File: src/rtl/dram_fifo_pkg.sv
// Shared sizing for the 33-word distributed-RAM FIFO: 32 RAM entries plus
// one registered output word.
package dram_fifo_pkg;

    localparam int DEPTH  = 32;
    localparam int ADDR_W = 5;
    localparam int CNT_W  = 6;
    localparam int CAP    = DEPTH + 1;

    // Pointers wrap 31 -> 0 through natural 5-bit overflow.
    function automatic logic [ADDR_W-1:0] ptr_inc(input logic [ADDR_W-1:0] ptr);
        return ptr + 1'b1;
    endfunction

endpackage

File: src/rtl/dram32_bank.sv
// DATA_W-wide, 32-deep storage: one 32x1 dual-port RAM per data bit, all
// sharing the write clock, write enable, write address and read address.
module dram32_bank
    import dram_fifo_pkg::*;
#(
    parameter int DATA_W = 8
) (
    input  logic              clk_i,
    input  logic              we_i,
    input  logic [ADDR_W-1:0] wa_i,
    input  logic [ADDR_W-1:0] ra_i,
    input  logic [DATA_W-1:0] wd_i,
    output logic [DATA_W-1:0] rd_o
);

    for (genvar i = 0; i < DATA_W; i++) begin : g_bit
        RAM32X1D #(
            .INIT (32'h0000_0000)
        ) u_ram (
            .DPO   (rd_o[i]),
            .A0    (wa_i[0]),
            .A1    (wa_i[1]),
            .A2    (wa_i[2]),
            .A3    (wa_i[3]),
            .A4    (wa_i[4]),
            .D     (wd_i[i]),
            .DPRA0 (ra_i[0]),
            .DPRA1 (ra_i[1]),
            .DPRA2 (ra_i[2]),
            .DPRA3 (ra_i[3]),
            .DPRA4 (ra_i[4]),
            .WCLK  (clk_i),
            .WE    (we_i)
        );
    end

endmodule

File: src/rtl/ram32x1d.sv
// Behavioural stand-in for the 32x1 dual-port distributed-RAM primitive:
// synchronous write on port A, asynchronous read on DPRA.
module RAM32X1D #(
    parameter logic [31:0] INIT = 32'h0000_0000
) (
    output logic DPO,
    input  logic A0,
    input  logic A1,
    input  logic A2,
    input  logic A3,
    input  logic A4,
    input  logic D,
    input  logic DPRA0,
    input  logic DPRA1,
    input  logic DPRA2,
    input  logic DPRA3,
    input  logic DPRA4,
    input  logic WCLK,
    input  logic WE
);

    // Cells hold data XOR INIT, so all-zero power-up storage reads back as INIT.
    logic [31:0] mem_q;
    logic [4:0]  wa;
    logic [4:0]  ra;

    assign wa = {A4, A3, A2, A1, A0};
    assign ra = {DPRA4, DPRA3, DPRA2, DPRA1, DPRA0};

    always_ff @(posedge WCLK) begin
        if (WE) begin
            mem_q[wa] <= D ^ INIT[wa];
        end
    end

    assign DPO = mem_q[ra] ^ INIT[ra];

endmodule

File: src/rtl/dram_fifo33.sv
// 33-word first-word-fall-through FIFO: 32 words in distributed RAM plus a
// registered head word. Holds pointers, RAM occupancy and the output stage.
module dram_fifo33
    import dram_fifo_pkg::*;
#(
    parameter int DATA_W    = 8,
    parameter int AF_THRESH = 28
) (
    input  logic              clk_i,
    input  logic              rst_n_i,
    input  logic              clr_i,
    input  logic              wr_valid_i,
    output logic              wr_ready_o,
    input  logic [DATA_W-1:0] wr_data_i,
    output logic              rd_valid_o,
    input  logic              rd_ready_i,
    output logic [DATA_W-1:0] rd_data_o,
    output logic [CNT_W-1:0]  level_o,
    output logic              full_o,
    output logic              empty_o,
    output logic              almost_full_o
);

    logic [ADDR_W-1:0] wr_ptr_q, wr_ptr_d;
    logic [ADDR_W-1:0] rd_ptr_q, rd_ptr_d;
    logic [CNT_W-1:0]  ram_cnt_q, ram_cnt_d;
    logic              out_vld_q, out_vld_d;
    logic [DATA_W-1:0] rd_data_q, rd_data_d;

    logic [DATA_W-1:0] dpo;
    logic              wr_acc;
    logic              load;
    logic              ram_we;

    assign wr_ready_o = (ram_cnt_q != CNT_W'(DEPTH));
    assign wr_acc     = wr_valid_i & wr_ready_o;
    assign load       = (ram_cnt_q != '0) & (~out_vld_q | rd_ready_i);
    // A flush drops the concurrent write, so keep it out of the RAM too.
    assign ram_we     = wr_acc & ~clr_i;

    dram32_bank #(
        .DATA_W (DATA_W)
    ) u_bank (
        .clk_i (clk_i),
        .we_i  (ram_we),
        .wa_i  (wr_ptr_q),
        .ra_i  (rd_ptr_q),
        .wd_i  (wr_data_i),
        .rd_o  (dpo)
    );

    always_comb begin
        wr_ptr_d  = wr_ptr_q;
        rd_ptr_d  = rd_ptr_q;
        ram_cnt_d = ram_cnt_q;
        out_vld_d = out_vld_q;
        rd_data_d = rd_data_q;
        if (clr_i) begin
            wr_ptr_d  = '0;
            rd_ptr_d  = '0;
            ram_cnt_d = '0;
            out_vld_d = 1'b0;
        end else begin
            if (wr_acc) begin
                wr_ptr_d = ptr_inc(wr_ptr_q);
            end
            if (load) begin
                rd_ptr_d  = ptr_inc(rd_ptr_q);
                rd_data_d = dpo;
                out_vld_d = 1'b1;
            end else if (rd_ready_i && out_vld_q) begin
                out_vld_d = 1'b0;
            end
            ram_cnt_d = ram_cnt_q + CNT_W'(wr_acc) - CNT_W'(load);
        end
    end

    always_ff @(posedge clk_i or negedge rst_n_i) begin
        if (!rst_n_i) begin
            wr_ptr_q  <= '0;
            rd_ptr_q  <= '0;
            ram_cnt_q <= '0;
            out_vld_q <= 1'b0;
            rd_data_q <= '0;
        end else begin
            wr_ptr_q  <= wr_ptr_d;
            rd_ptr_q  <= rd_ptr_d;
            ram_cnt_q <= ram_cnt_d;
            out_vld_q <= out_vld_d;
            rd_data_q <= rd_data_d;
        end
    end

    // Flags decode registers only; no input reaches them combinationally.
    assign level_o       = ram_cnt_q + CNT_W'(out_vld_q);
    assign rd_valid_o    = out_vld_q;
    assign rd_data_o     = rd_data_q;
    assign full_o        = (level_o == CNT_W'(CAP));
    assign empty_o       = (level_o == '0);
    assign almost_full_o = (level_o >= CNT_W'(AF_THRESH));

endmodule

File: config.mk
export PLATFORM = sky130hd
export DESIGN_NAME = dram_fifo33
export DESIGN_NICKNAME = d
export VERILOG_FILES = /design/src/rtl/dram_fifo_pkg.sv /design/src/rtl/dram32_bank.sv /design/src/rtl/ram32x1d.sv /design/src/rtl/dram_fifo33.sv
export SDC_FILE = /design/constraint.sdc
export NUM_CORES = 1
export LEC_CHECK = 0
export CORE_MARGIN = 1
export CORE_UTILIZATION = 40
export CTS_CLUSTER_SIZE = 10
export DETAILED_ROUTE_END_ITERATION = 6
export PLACE_DENSITY = 0.66
export SLEW_MARGIN = 20
export SYNTH_ARGS = -nofsm -noshare
export SYNTH_HDL_FRONTEND = slang
export SYNTH_SLANG_ARGS = --single-unit
File: constraint.sdc
create_clock -name clk_i -period 3.6 [get_ports clk_i]
set_input_delay 0.72 -clock clk_i [delete_from_list [all_inputs] [get_ports clk_i]]
set_output_delay 0.72 -clock clk_i [all_outputs]
set_load 0.05 [all_outputs]
### After elaboration in Yosys (flattened, before gate mapping)

Memory sizes are Yosys's and may differ from the RTL's.
Cells that the tools add are included.
W data, S select, Z words.

* ROM bits: 64
* memories: 2
* logic and storage cells: 92
* register bits after elaboration: 281
* bits of input ports: 13

Memories
* (name not given): depth 32, bits a word 1, read ports 1, clocked after Yosys merged registers in 0, write ports 0, line ram32x1d.sv:32 `mem_q[wa] <= D ^ INIT[wa];`
* (name not given): depth 32, bits a word 1, read ports 1, clocked after Yosys merged registers in 0, write ports 0, line ram32x1d.sv:36 `assign DPO = mem_q[ra] ^ INIT[ra];`

* add/subtract/negate cells: 5
* multiplexer cells: 36
* magnitude comparators: 4
* bitwise gates (word level): 22
* reductions and logical operators: 8
* equal/unequal tests: 2

Operator list (count)
* $bwmux W32: 8
* $bmux W1 S5: 8
* $mux W5: 4
* $xor A1 B1 Y1: 16
* $mux W1: 14
* $add A6 B1 Y6: 2
* $lt A5 B6 Y1 const B: 2
* $add A5 B1 Y5 const B: 2
* $eq A6 B6 Y1 const B: 1
* $ge A6 B5 Y1 const B: 1
* $logic_not A6 Y1: 1
* $mux W6: 1
* $ne A6 B6 Y1 const B: 1
* $reduce_bool A6 Y1: 1
* $sub A6 B1 Y6: 1
* $demux W1 S5: 1
* $ge A5 B1 Y1 const B: 1
* $reduce_bool A2 Y1: 2
* $and A1 B1 Y1: 3
* $reduce_bool A3 Y1: 1
* $logic_and A1 B1 Y1: 2
* $not A1 Y1: 2
* $reduce_and A2 Y1: 1
* $or A1 B1 Y1: 1

### Logic depth before layout (Yosys ltp)

Gate-level depths: netlist of the first run.

* depth after elaboration: 5
* depth in mapped cells: 13
* depth with buffers taken out: 12

### Cells and area by module

From an unflattened synthesis of the first run, not the netlist that was laid out.

* cell total of the unflattened synthesis: 1101
* area total of the unflattened synthesis: 13531.7 um^2

By module, submodules not included
* RAM32X1D: cells an instance 119, area an instance 1497.7 um^2, instances 8, seq. area each 960.9 um^2
* dram_fifo33: cells an instance 149, area an instance 1550.2 um^2, instances 1, seq. area each 625.6 um^2

### Worst setup path before layout of the first run

Ideal clock, no wire load.

* path kind: reg-to-output
* start point: register out_vld_q (netlist: rd_valid_o)
* end point: output port empty_o
* arrival time: 3.118 ns
* buffers on the path: 0
* cell stages (with the launch flop): 7
* path slack: -0.238 ns
* cells stage by stage: dfrtp_1 ha_1 ha_1 nand2_1 xnor2_1 nor4_1 nor3b_1

* word-level cells in the longest chain between the ends: 2

Ends and longest elaborated chain
* start, declared: line dram_fifo33.sv:27 `logic out_vld_q, out_vld_d;`
* start signal, assigned: line dram_fifo33.sv:89 `out_vld_q <= out_vld_d;`
* $add A6 B1 Y6: line dram_fifo33.sv:95 `assign level_o = ram_cnt_q + CNT_W'(out_vld_q);`
* named net level_o[4]: line dram_fifo33.sv:18 `output logic [CNT_W-1:0] level_o,`
* $logic_not A6 Y1: line dram_fifo33.sv:99 `assign empty_o = (level_o == '0);`
* end, declared: line dram_fifo33.sv:20 `output logic empty_o,`

The timed path passes the listed nets, and every way through them passes these cells.

### Worst setup path in the final report of the first run

* start point: register ram_cnt_q[0]
* end point: output port empty_o

* word-level cells in the longest chain between the ends: 2

Ends and longest elaborated chain
* start, declared: line dram_fifo33.sv:26 `logic [CNT_W-1:0] ram_cnt_q, ram_cnt_d;`
* start signal, assigned: line dram_fifo33.sv:88 `ram_cnt_q <= ram_cnt_d;`
* $add A6 B1 Y6: line dram_fifo33.sv:95
* $logic_not A6 Y1: line dram_fifo33.sv:99

No other way between the ends.

==> metrics.txt, run 1 <==
run status=finished, final reports clean; overflow left after global routing=0; most frequent cells in the layout=sky130_fd_sc_hd__edfxtp_1, sky130_fd_sc_hd__nor2_1, sky130_fd_sc_hd__mux2i_1; Synth Cell Area=11500 µm²; placeable core region=28000 µm²; largest clock skew in the final design=11.5 ps; distinct cell type count of the synthesized netlist=40; master cell of the clock root buffer=sky130_fd_sc_hd__clkbuf_16; Layout Utilization=47.9%; Hold Vio Cnt, Final=0; headroom to the max-slew limit=25.8%; Final Critical Period=3410 ps; max-slew violation total from the final report=0; final total negative setup slack=0 ps; floorplan row count=61; number of vias per cell=5.28; via count of the first global-routing pass=6012; initial core utilization=41.0%; register bit count reported by yosys=281; layout-stage area growth over the synthesis result=16.9%; hold crit path type=reg -> reg; mean cell area of the mapped netlist=18.2 µm²; antenna violations before repair=0; family with the most delay on the worst path=simple AND/OR/NAND/NOR gates; slowest CP cell=sky130_fd_sc_hd__dlygate4sd2_1; 1st-iter DRT viols=582; total number of H-tree levels=2; insertion delay to the later sink of the worst-skew pair=500 ps; Crit path arrival time=2690 ps; Cells after Synth=630; quantity of I/O buffers inserted on ports=31; post-CTS repair timing setup buffer count=0; RePlAce Congestion=0.844; CTS resizes=2; Data required, critical path=2880 ps; syn nets=662; total number of yosys warnings=0; DRC violations left=0; number of antenna repair diodes=0; max-cap check violation count=0; sequential area share after synthesis=72.5%; pin count of the biggest net entering global routing=60; Detailed Place HPWL=14900 µm; overall global routing resource usage=17.1%; largest buffer count on any clock path=3; iteration count of the initial detailed-routing pass=5; part of the cycle the worst path needs=94.7%; number of buffers and inverters on the critical path=1; global-route wire length before repair=36900 µm; Clock Sinks=281; area of the die=29400 µm²; PwrDens=701 nW/µm²; number of CTS-inserted buffers=34; largest fanout on the critical path=4; Routed Antenna Nets=0; average routed wire per standard cell=21.2 µm; share of post-route cells with drive strength above 1=20.6%; Crit Path Class=reg -> out; critical path, cell by cell=ha_1 > ha_1 > nand2_1 > xnor2_1 > nor4_1 > nor3b_2 > dlygate4sd2_1; most frequent standard cell in the layout excluding fill and tap cells=sky130_fd_sc_hd__edfxtp_1; die width=171 µm; floorplan die height=171 µm; total via count after detailed routing=5820; clock edge transition at the registers on the reported setup and hold paths=50 ps; number of ports placed on the die boundary=32; capturing element type of the critical path=primary output; RSZ-0062 raised after global routing=false; Setup Viol. Count Final=0; clock tree from TritonCTS=built; static power due to leakage=4.46 nW; library cell appearing most often on the critical path=sky130_fd_sc_hd__ha_1; Fmax=0.293 GHz; stage delay of the slowest cell on the critical path=540 ps; nature of the critical path startpoint=register; transition time of the tightest slew-check pin=1110 ps; worst vdd rail ir drop=304 µV; Routed Wire Length=23400 µm; Total Nets Final=740; number of hold buffers added after CTS=0
[path summary, 6_finish.rpt]
path                              startpoint           end  slack, ps  cells after the start
worst max-delay path            ram_cnt_q[0]       empty_o        190                      7
worst min-delay path            rd_data_o[0]  rd_data_o[0]        550                      2
worst max register to register  ram_cnt_q[2]  ram_cnt_q[5]        890                     11
worst min register to register  rd_data_o[0]  rd_data_o[0]        550                      2
max in group asynchronous            rst_n_i  rd_data_o[4]       2270                      2
min in group asynchronous            rst_n_i  ram_cnt_q[4]        700                      1
[where the power goes]
group | switching, mW | internal (mW) | leakage (nW) | total, mW
combinational | 1.34 | 1.11 | 1.36 | 2.45
clock | 1.18 | 1.86 | 0.477 | 3.03
sequential | 0.232 | 3.68 | 2.62 | 3.91
[flip-flops by register name, indices dropped and copies added (netlist names)]
signal                    count
wr_ptr_q                      5
rd_data_o                     8
u_bank.g_bit.u_ram.mem_q    256
rd_valid_o                    1
rd_ptr_q                      5
ram_cnt_q                     6
[worst register-to-register path: cells and delay by family (launching register included)]
kind,cells,cell delay (ps)
fa+ha+maj,2,390
buf+inv,1,110
flops,1,450
mux,1,340
compound gates,4,660
xor+xnor,1,150
simple gates,2,500
[synthesized netlist by cell type, drive strengths merged]
cell / count / area share, %
mux2i: 49 / 4.3
xnor2: 8 / 0.61
nand2: 23 / 0.75
mux4: 40 / 7.9
nor2: 51 / 1.7
a221oi: 24 / 1.9
buf: 21 / 1.3
edfxtp: 256 / 67
or3: 1 / 0.055
a22o: 8 / 0.61
and2: 2 / 0.11
a31o: 1 / 0.076
nor3b: 1 / 0.065
or3b: 1 / 0.076
nand4: 3 / 0.16
nand3: 3 / 0.13
a21o: 1 / 0.065
fa: 1 / 0.17
nand3b: 3 / 0.20
nand4bb: 1 / 0.098
and3: 1 / 0.055
nor4bb: 1 / 0.087
o31ai: 8 / 0.52
nor2b: 6 / 0.33
xor2: 8 / 0.61
nand2b: 11 / 0.60
o21bai: 1 / 0.065
dfrtp: 25 / 5.5
clkbuf: 15 / 0.52
inv: 7 / 0.23
o22ai: 8 / 0.44
ha: 18 / 2.0
a21oi: 5 / 0.22
nor4: 1 / 0.055
mux2: 17 / 1.7
[per-layer routing]
layer | vias up | track usage [%] | wire length (µm)
met5 | - | 0 | 0
met4 | 0 | 5.94 | 441
met3 | 30 | 2.25 | 1150
met2 | 158 | 28.1 | 11700
met1 | 2987 | 23.4 | 10200
li1 | 2645 | - | -
[kinds of logic (layout without fill, tap and decap cells)]
| family | Yosys count | in the layout | synth area share, % |
|---|---|---|---|
| mux | 106 | 106 | 13.8 |
| simple gates | 109 | 109 | 4.44 |
| flops | 281 | 281 | 72.5 |
| xor+xnor | 16 | 16 | 1.22 |
| fa+ha+maj | 19 | 19 | 2.14 |
| buf+inv | 43 | 137 | 2.01 |
| compound gates | 56 | 56 | 3.94 |
[metrics by stage]
step                      power, mW  std cells  setup slack [ps]  cell area, µm²  hold slack, ps
after floorplan                5.78        630               251           11500             424
after global placement         6.40       1050               582           12400             503
after detailed placement       6.45       1050               435           12400             529
after CTS                      9.50       1102               177           13400             549
after global routing           9.83       1102              19.5           13400             574
final                          9.40       1102               191           13400             548
[layout make-up]
cell class              instances  area (µm²)
well taps                     378         473
flip-flops and latches        281        8320
clock inverters                 1        8.76
inverters                       7        26.3
repair buffers                 78         673
fillers                      2322       14600
multi-input cells             306        2930
clock buffers                  51         978
Note: power is estimated with default switching activity, not from simulation.
==> inputs of run 2 (changes only) <==
CAP_MARGIN = 20   (was unset)
CELL_PAD_IN_SITES_DETAIL_PLACEMENT = 0   (was unset)
CELL_PAD_IN_SITES_GLOBAL_PLACEMENT = 1   (was unset)
PLACE_DENSITY = 0.72   (was 0.66)
==> metrics.txt, run 2 (synthesized netlist as in run 1, its figures left out) <==
slowest CP cell=sky130_fd_sc_hd__clkdlybuf4s50_1; nature of the critical path startpoint=register; static power due to leakage=4.43 nW (-0.74%); post-route worst hold slack=480 ps (-67.2 ps); largest fanout on the critical path=4 (unchanged); Critical Path End=almost_full_o; share of post-route cells with drive strength above 1=19.2% (-1.4 points); global-route wire length before repair=37100 µm (+0.54%); insertion delay to the later sink of the worst-skew pair=500 ps (about the same); overflow left after global routing=0 (unchanged); clock edge transition at the registers on the reported setup and hold paths=50 ps (about the same); number of stages on the worst setup path=6 (-1); Routed Antenna Nets=0 (unchanged); floorplan row count=61 (unchanged); total number of H-tree levels=2 (unchanged); number of vias per cell=5.33 (+0.85%); RSZ-0062 raised after global routing=false; critical register-to-register path endpoint=rd_data_o[7]; most frequent cells in the layout=sky130_fd_sc_hd__edfxtp_1, sky130_fd_sc_hd__nor2_1, sky130_fd_sc_hd__mux2i_1; total power after layout=9.42 mW (+0.20%); Crit path arrival time=2560 ps (-130 ps); Crit Path Class=reg -> out; library cell appearing most often on the critical path=sky130_fd_sc_hd__ha_1; initial core utilization=41.0% (unchanged); placeable core region=28000 µm² (unchanged); capturing element type of the critical path=primary output; number of filler cells placed in the layout=2318 (-0.17%); Hold Vio Cnt, Final=0 (unchanged); largest buffer count on any clock path=3 (unchanged); Fmax=0.305 GHz (+4.0%); quantity of I/O buffers inserted on ports=31 (unchanged); die width=171 µm (unchanged); number of antenna repair diodes=0 (unchanged); number of buffers and inverters on the critical path=1 (unchanged); critical path, cell by cell=ha_1 > ha_1 > nand2_1 > xnor2_1 > a31o_2 > clkdlybuf4s50_1; run status=finished, final reports clean; number of ports placed on the die boundary=32 (unchanged); master cell of the clock root buffer=sky130_fd_sc_hd__clkbuf_16; flip-flop count of the largest register after layout=256 (unchanged); max-cap check violation count=0 (unchanged); pre-CTS WS=525 ps (+90.0 ps); number of cells on the worst hold path=2 (unchanged); Routed Wire Length=23700 µm (+1.4%); layout-stage area growth over the synthesis result=16.3%; timing startpoint of the critical path=ram_cnt_q[0]; Data required, critical path=2880 ps (about the same); register with the most flip-flops=u_bank.g_bit.u_ram.mem_q; transition time of the tightest slew-check pin=1140 ps (+29.9 ps); final non-filler cell area=13300 µm² (-0.51%); final total negative setup slack=0 ps (unchanged); RePlAce Congestion=0.817 (-3.2%); stage delay of the slowest cell on the critical path=790 ps (+250 ps); DRC violations left=0 (unchanged); Clock Sinks=281 (unchanged); floorplan die height=171 µm (unchanged); area of the die=29400 µm² (unchanged); slack of the worst reg-to-reg path=780 ps (-110 ps); instance area at placement=12400 µm² (-0.50%); Detailed Place HPWL=15000 µm (+0.32%); Setup Viol. Count Final=0 (unchanged); PwrDens=706 nW/µm² (+0.72%); total via count after detailed routing=5843 (+0.40%); clock tree from TritonCTS=built; Total Nets Final=730 (-1.4%); antenna violations before repair=0 (unchanged); number of CTS-inserted buffers=34 (unchanged); 1st-iter DRT viols=523 (-10%); most frequent standard cell in the layout excluding fill and tap cells=sky130_fd_sc_hd__edfxtp_1; Final Critical Period=3280 ps (-132 ps); worst vdd rail ir drop=298 µV (-2.0%); headroom to the max-slew limit=24.0% (-1.8 points); pin count of the biggest net entering global routing=47 (-22%); hold crit path type=reg -> reg; via count of the first global-routing pass=6188 (+2.9%); average routed wire per standard cell=21.6 µm (+1.8%); part of the cycle the worst path needs=91.0% (-3.7 points); origin of the critical flop-to-flop path=rd_ptr_q[1]; post-CTS repair timing setup buffer count=0 (unchanged); Worst Setup Slack, final=323 ps (+132 ps); cell depth of the worst flop-to-flop path=5 (-6); max-slew violation total from the final report=0 (unchanged); overall global routing resource usage=17.0% (-0.11 points); family with the most delay on the worst path=buffers and inverters; iteration count of the initial detailed-routing pass=5 (unchanged); largest clock skew in the final design=10.6 ps (-0.967 ps)
-- run 2: cell types whose count changed in the layout (fill, tap and decap cells not counted), moves of 2 or more --
cell / change
sky130_fd_sc_hd__dlymetal6s2s_1: +2
sky130_fd_sc_hd__clkinv_1: +2
sky130_fd_sc_hd__dlygate4sd2_1: -2
sky130_fd_sc_hd__clkbuf_1: +4
sky130_fd_sc_hd__buf_4: -11
sky130_fd_sc_hd__clkbuf_16: -2
-- run 2: report_power, final --
group          internal, mW  total (mW)  leakage [nW]  switching (mW)
combinational          1.14        2.48          1.34            1.33
sequential             3.68        3.93          2.62           0.252
clock                  1.81        3.01         0.467            1.20
-- run 2: final cells by class --
type | instances | area [µm²] | area share, %
Sequential cell | 281 | 8320 | 62.3
Clock inverter | 3 | 16.3 | 0.122
Timing Repair Buffer | 68 | 618 | 4.63
Tap cell | 378 | 473 | 3.54
Clock buffer | 54 | 957 | 7.17
Inverter | 7 | 26.3 | 0.197
Multi-Input combinational cell | 306 | 2930 | 22.0
-- run 2: worst min-delay path by stage --
stage / from / to / slack [ps]
after floorplan: rst_n_i / ram_cnt_q[0] / 420
after global placement: rd_data_o[1] / rd_data_o[1] / 480
after detailed placement: rd_data_o[3] / rd_data_o[3] / 470
after CTS: rd_data_o[3] / rd_data_o[3] / 480
after global routing: rd_data_o[3] / rd_data_o[3] / 510
final: rd_data_o[1] / rd_data_o[1] / 480
-- run 2: through the flow --
| step | std cells | utilization, % |
|---|---|---|
| after floorplan | 630 | - |
| after global placement | 1040 | 44.1 |
| after detailed placement | 1040 | 44.1 |
| after CTS | 1097 | 47.6 |
| after global routing | 1097 | 47.6 |
| final | 1097 | 47.6 |
-- run 2: worst reg2reg max path: cells and delay by family, from the launching register on --
kind,cells,cell delay [ps]
and+or+nand+nor,1,770
DFF,1,800
buffers and inverters,1,300
AOI/OAI and AO/OA,3,810
-- run 2: what timing repair did --
action | CTS | global route
hold buffers | 0 | 0
resized for setup | 0 | 2
endpoints found under the setup margin | 0 | 2
-- run 2: per-layer routing --
| layer | global-route usage [%] | routed length (µm) | up-vias |
|---|---|---|---|
| li1 | - | - | 2625 |
| met1 | 22.5 | 9970 | 2987 |
| met2 | 28.3 | 11900 | 178 |
| met3 | 2.51 | 1130 | 53 |
| met4 | 6.52 | 742 | 0 |
| met5 | 0 | 0 | - |
==> inputs of run 3 (changes only) <==
PLACE_DENSITY = unset   (was 0.72)
PLACE_DENSITY_LB_ADDON = 0.1   (was unset)
==> metrics.txt, run 3 (synthesized netlist as in run 1, its figures left out) <==
run status=finished, final reports clean; Storage cell area=8320 µm² (unchanged); Fmax=0.298 GHz (-2.5%); final total negative setup slack=0 ps (unchanged); met2 usage=29.0% (+0.69 points); overall global routing resource usage=18.1% (+1.2 points); slowest CP cell=sky130_fd_sc_hd__dlygate4sd2_1; RSZ-0062 raised after global routing=false; initial core utilization=41.0% (unchanged); flip-flop count of the largest register after layout=256 (unchanged); antenna violations before repair=0 (unchanged); library cell appearing most often on the critical path=sky130_fd_sc_hd__ha_1; Crit path arrival time=2640 ps (+80 ps); number of ports placed on the die boundary=32 (unchanged); nature of the critical path startpoint=register; placeable core region=28000 µm² (unchanged); Final Critical Period=3360 ps (+83.0 ps); worst vdd rail ir drop=335 µV (+13%); stage delay of the slowest cell on the critical path=550 ps (-240 ps); Total Nets Final=744 (+1.9%); Setup Viol. Count Final=0 (unchanged); static power due to leakage=4.51 nW (+1.9%); 1st-iter DRT viols=351 (-33%); hold crit path type=reg -> reg; quantity of I/O buffers inserted on ports=31 (unchanged); max-cap check violation count=0 (unchanged); register with the most flip-flops=u_bank.g_bit.u_ram.mem_q; master cell of the clock root buffer=sky130_fd_sc_hd__clkbuf_16; clock edge transition at the registers on the reported setup and hold paths=50 ps (about the same); total power after layout=9.59 mW (+1.8%); number of antenna repair diodes=0 (unchanged); pin count of the biggest net entering global routing=53 (+13%); number of filler cells placed in the layout=2407 (+3.8%); floorplan row count=61 (unchanged); largest fanout on the critical path=4 (unchanged); total number of H-tree levels=2 (unchanged); critical path, cell by cell=ha_1 > ha_1 > nand2_1 > xnor2_1 > nor4_1 > and3_1 > dlygate4sd2_1; area of the die=29400 µm² (unchanged); clock tree from TritonCTS=built; Data required, critical path=2880 ps (about the same); transition time of the tightest slew-check pin=969 ps (-171 ps); most frequent standard cell in the layout excluding fill and tap cells=sky130_fd_sc_hd__edfxtp_1; post-CTS repair timing setup buffer count=0 (unchanged); Hold Vio Cnt, Final=0 (unchanged); PwrDens=710 nW/µm² (+0.60%); most frequent cells in the layout=sky130_fd_sc_hd__edfxtp_1, sky130_fd_sc_hd__nor2_1, sky130_fd_sc_hd__mux2i_1; Routed Antenna Nets=0 (unchanged); routing layer with the top usage in global route=met2; Routed Wire Length=25300 µm (+6.6%); iteration count of the initial detailed-routing pass=4 (-1); average routed wire per standard cell=22.8 µm (+5.3%); number of CTS-inserted buffers=35 (+2.9%); total via count after detailed routing=5857 (+0.24%); largest clock skew in the final design=9.19 ps (-1.37 ps); number of vias per cell=5.27 (-1.0%); overflow left after global routing=0 (unchanged); RePlAce Congestion=0.772 (-5.5%); insertion delay to the later sink of the worst-skew pair=490 ps (about the same); layout-stage area growth over the synthesis result=17.7%; global-route wire length before repair=38200 µm (+2.9%); Detailed Place HPWL=16000 µm (+6.7%); headroom to the max-slew limit=35.2% (+11 points); Clock Sinks=281 (unchanged); max-slew violation total from the final report=0 (unchanged); via count of the first global-routing pass=6127 (-0.99%); M1 GR Usage=25.4% (+2.9 points); Crit Path Class=reg -> out; grt met3 use=2.65% (+0.14 points); floorplan die height=171 µm (unchanged); part of the cycle the worst path needs=93.3% (+2.3 points); die width=171 µm (unchanged); share of post-route cells with drive strength above 1=21.4% (+2.2 points); largest buffer count on any clock path=3 (unchanged); area of combinational cells with multiple inputs=2940 µm² (about the same); post-route worst hold slack=516 ps (+35.3 ps); DRC violations left=0 (unchanged); capturing element type of the critical path=primary output
## run 3: cell types whose count changed in the layout (fill, tap and decap cells not counted), sizes merged
cell and change:
dlymetal6s2s -2, buf +13, clkbuf +1, dlygate4sd2 +2
## run 3: path summary, 6_finish.rpt
path                         startpoint            to  slack [ps]  depth (start not counted)
setup reg to reg           ram_cnt_q[2]  ram_cnt_q[4]         860                         12
hold reg to reg            rd_data_o[3]  rd_data_o[3]         520                          2
setup / recovery           ram_cnt_q[0]        full_o         240                          7
min in group asynchronous       rst_n_i   wr_ptr_q[0]         770                          1
max in group asynchronous       rst_n_i   rd_ptr_q[0]        2130                          1
hold / removal             rd_data_o[3]  rd_data_o[3]         520                          2
## run 3: metrics by stage
step,cell area [µm²],std cells,setup WS [ps],util (%)
2_1_floorplan,11500,630,251,-
3_3_place_gp,12500,1053,560,44.5
3_5_place_dp,12500,1053,459,44.5
4_1_cts,13500,1111,209,48.2
5_1_grt,13500,1111,106,48.2
6_report,13500,1111,240,48.2
## run 3: cell type report
| cell class | instances | share of cell area (%) |
|---|---|---|
| clock inverters | 3 | 0.130 |
| flip-flops and latches | 281 | 61.6 |
| clock buffers | 55 | 7.58 |
| repair buffers | 81 | 5.24 |
| inverters | 7 | 0.195 |
| multi-input cells | 306 | 21.7 |
| well taps | 378 | 3.50 |
## run 3: metal layers
| metal | vias up | part of all wire, % |
|---|---|---|
| met5 | - | 0 |
| met2 | 124 | 47 |
| li1 | 2652 | - |
| met1 | 3034 | 46 |
| met3 | 47 | 3.9 |
| met4 | 0 | 2.8 |
## run 3: critical path: cells and delay by family (launching register included)
| family | cells | cell delay (ps) |
|---|---|---|
| simple gates | 3 | 650 |
| buf+inv | 1 | 550 |
| fa+ha+maj | 2 | 440 |
| flops | 1 | 420 |
| xor+xnor | 1 | 100 |
## run 3: report_power, final
part	switching [mW]	internal, mW
clock	1.21	1.94
sequential	0.225	3.68
combinational	1.39	1.14
total	2.83	6.76
## run 3: what timing repair did
| action | CTS | global route |
|---|---|---|
| resized for setup | 2 | 0 |
| hold buffers | 0 | 0 |
| setup endpoints to repair | 2 | 0 |
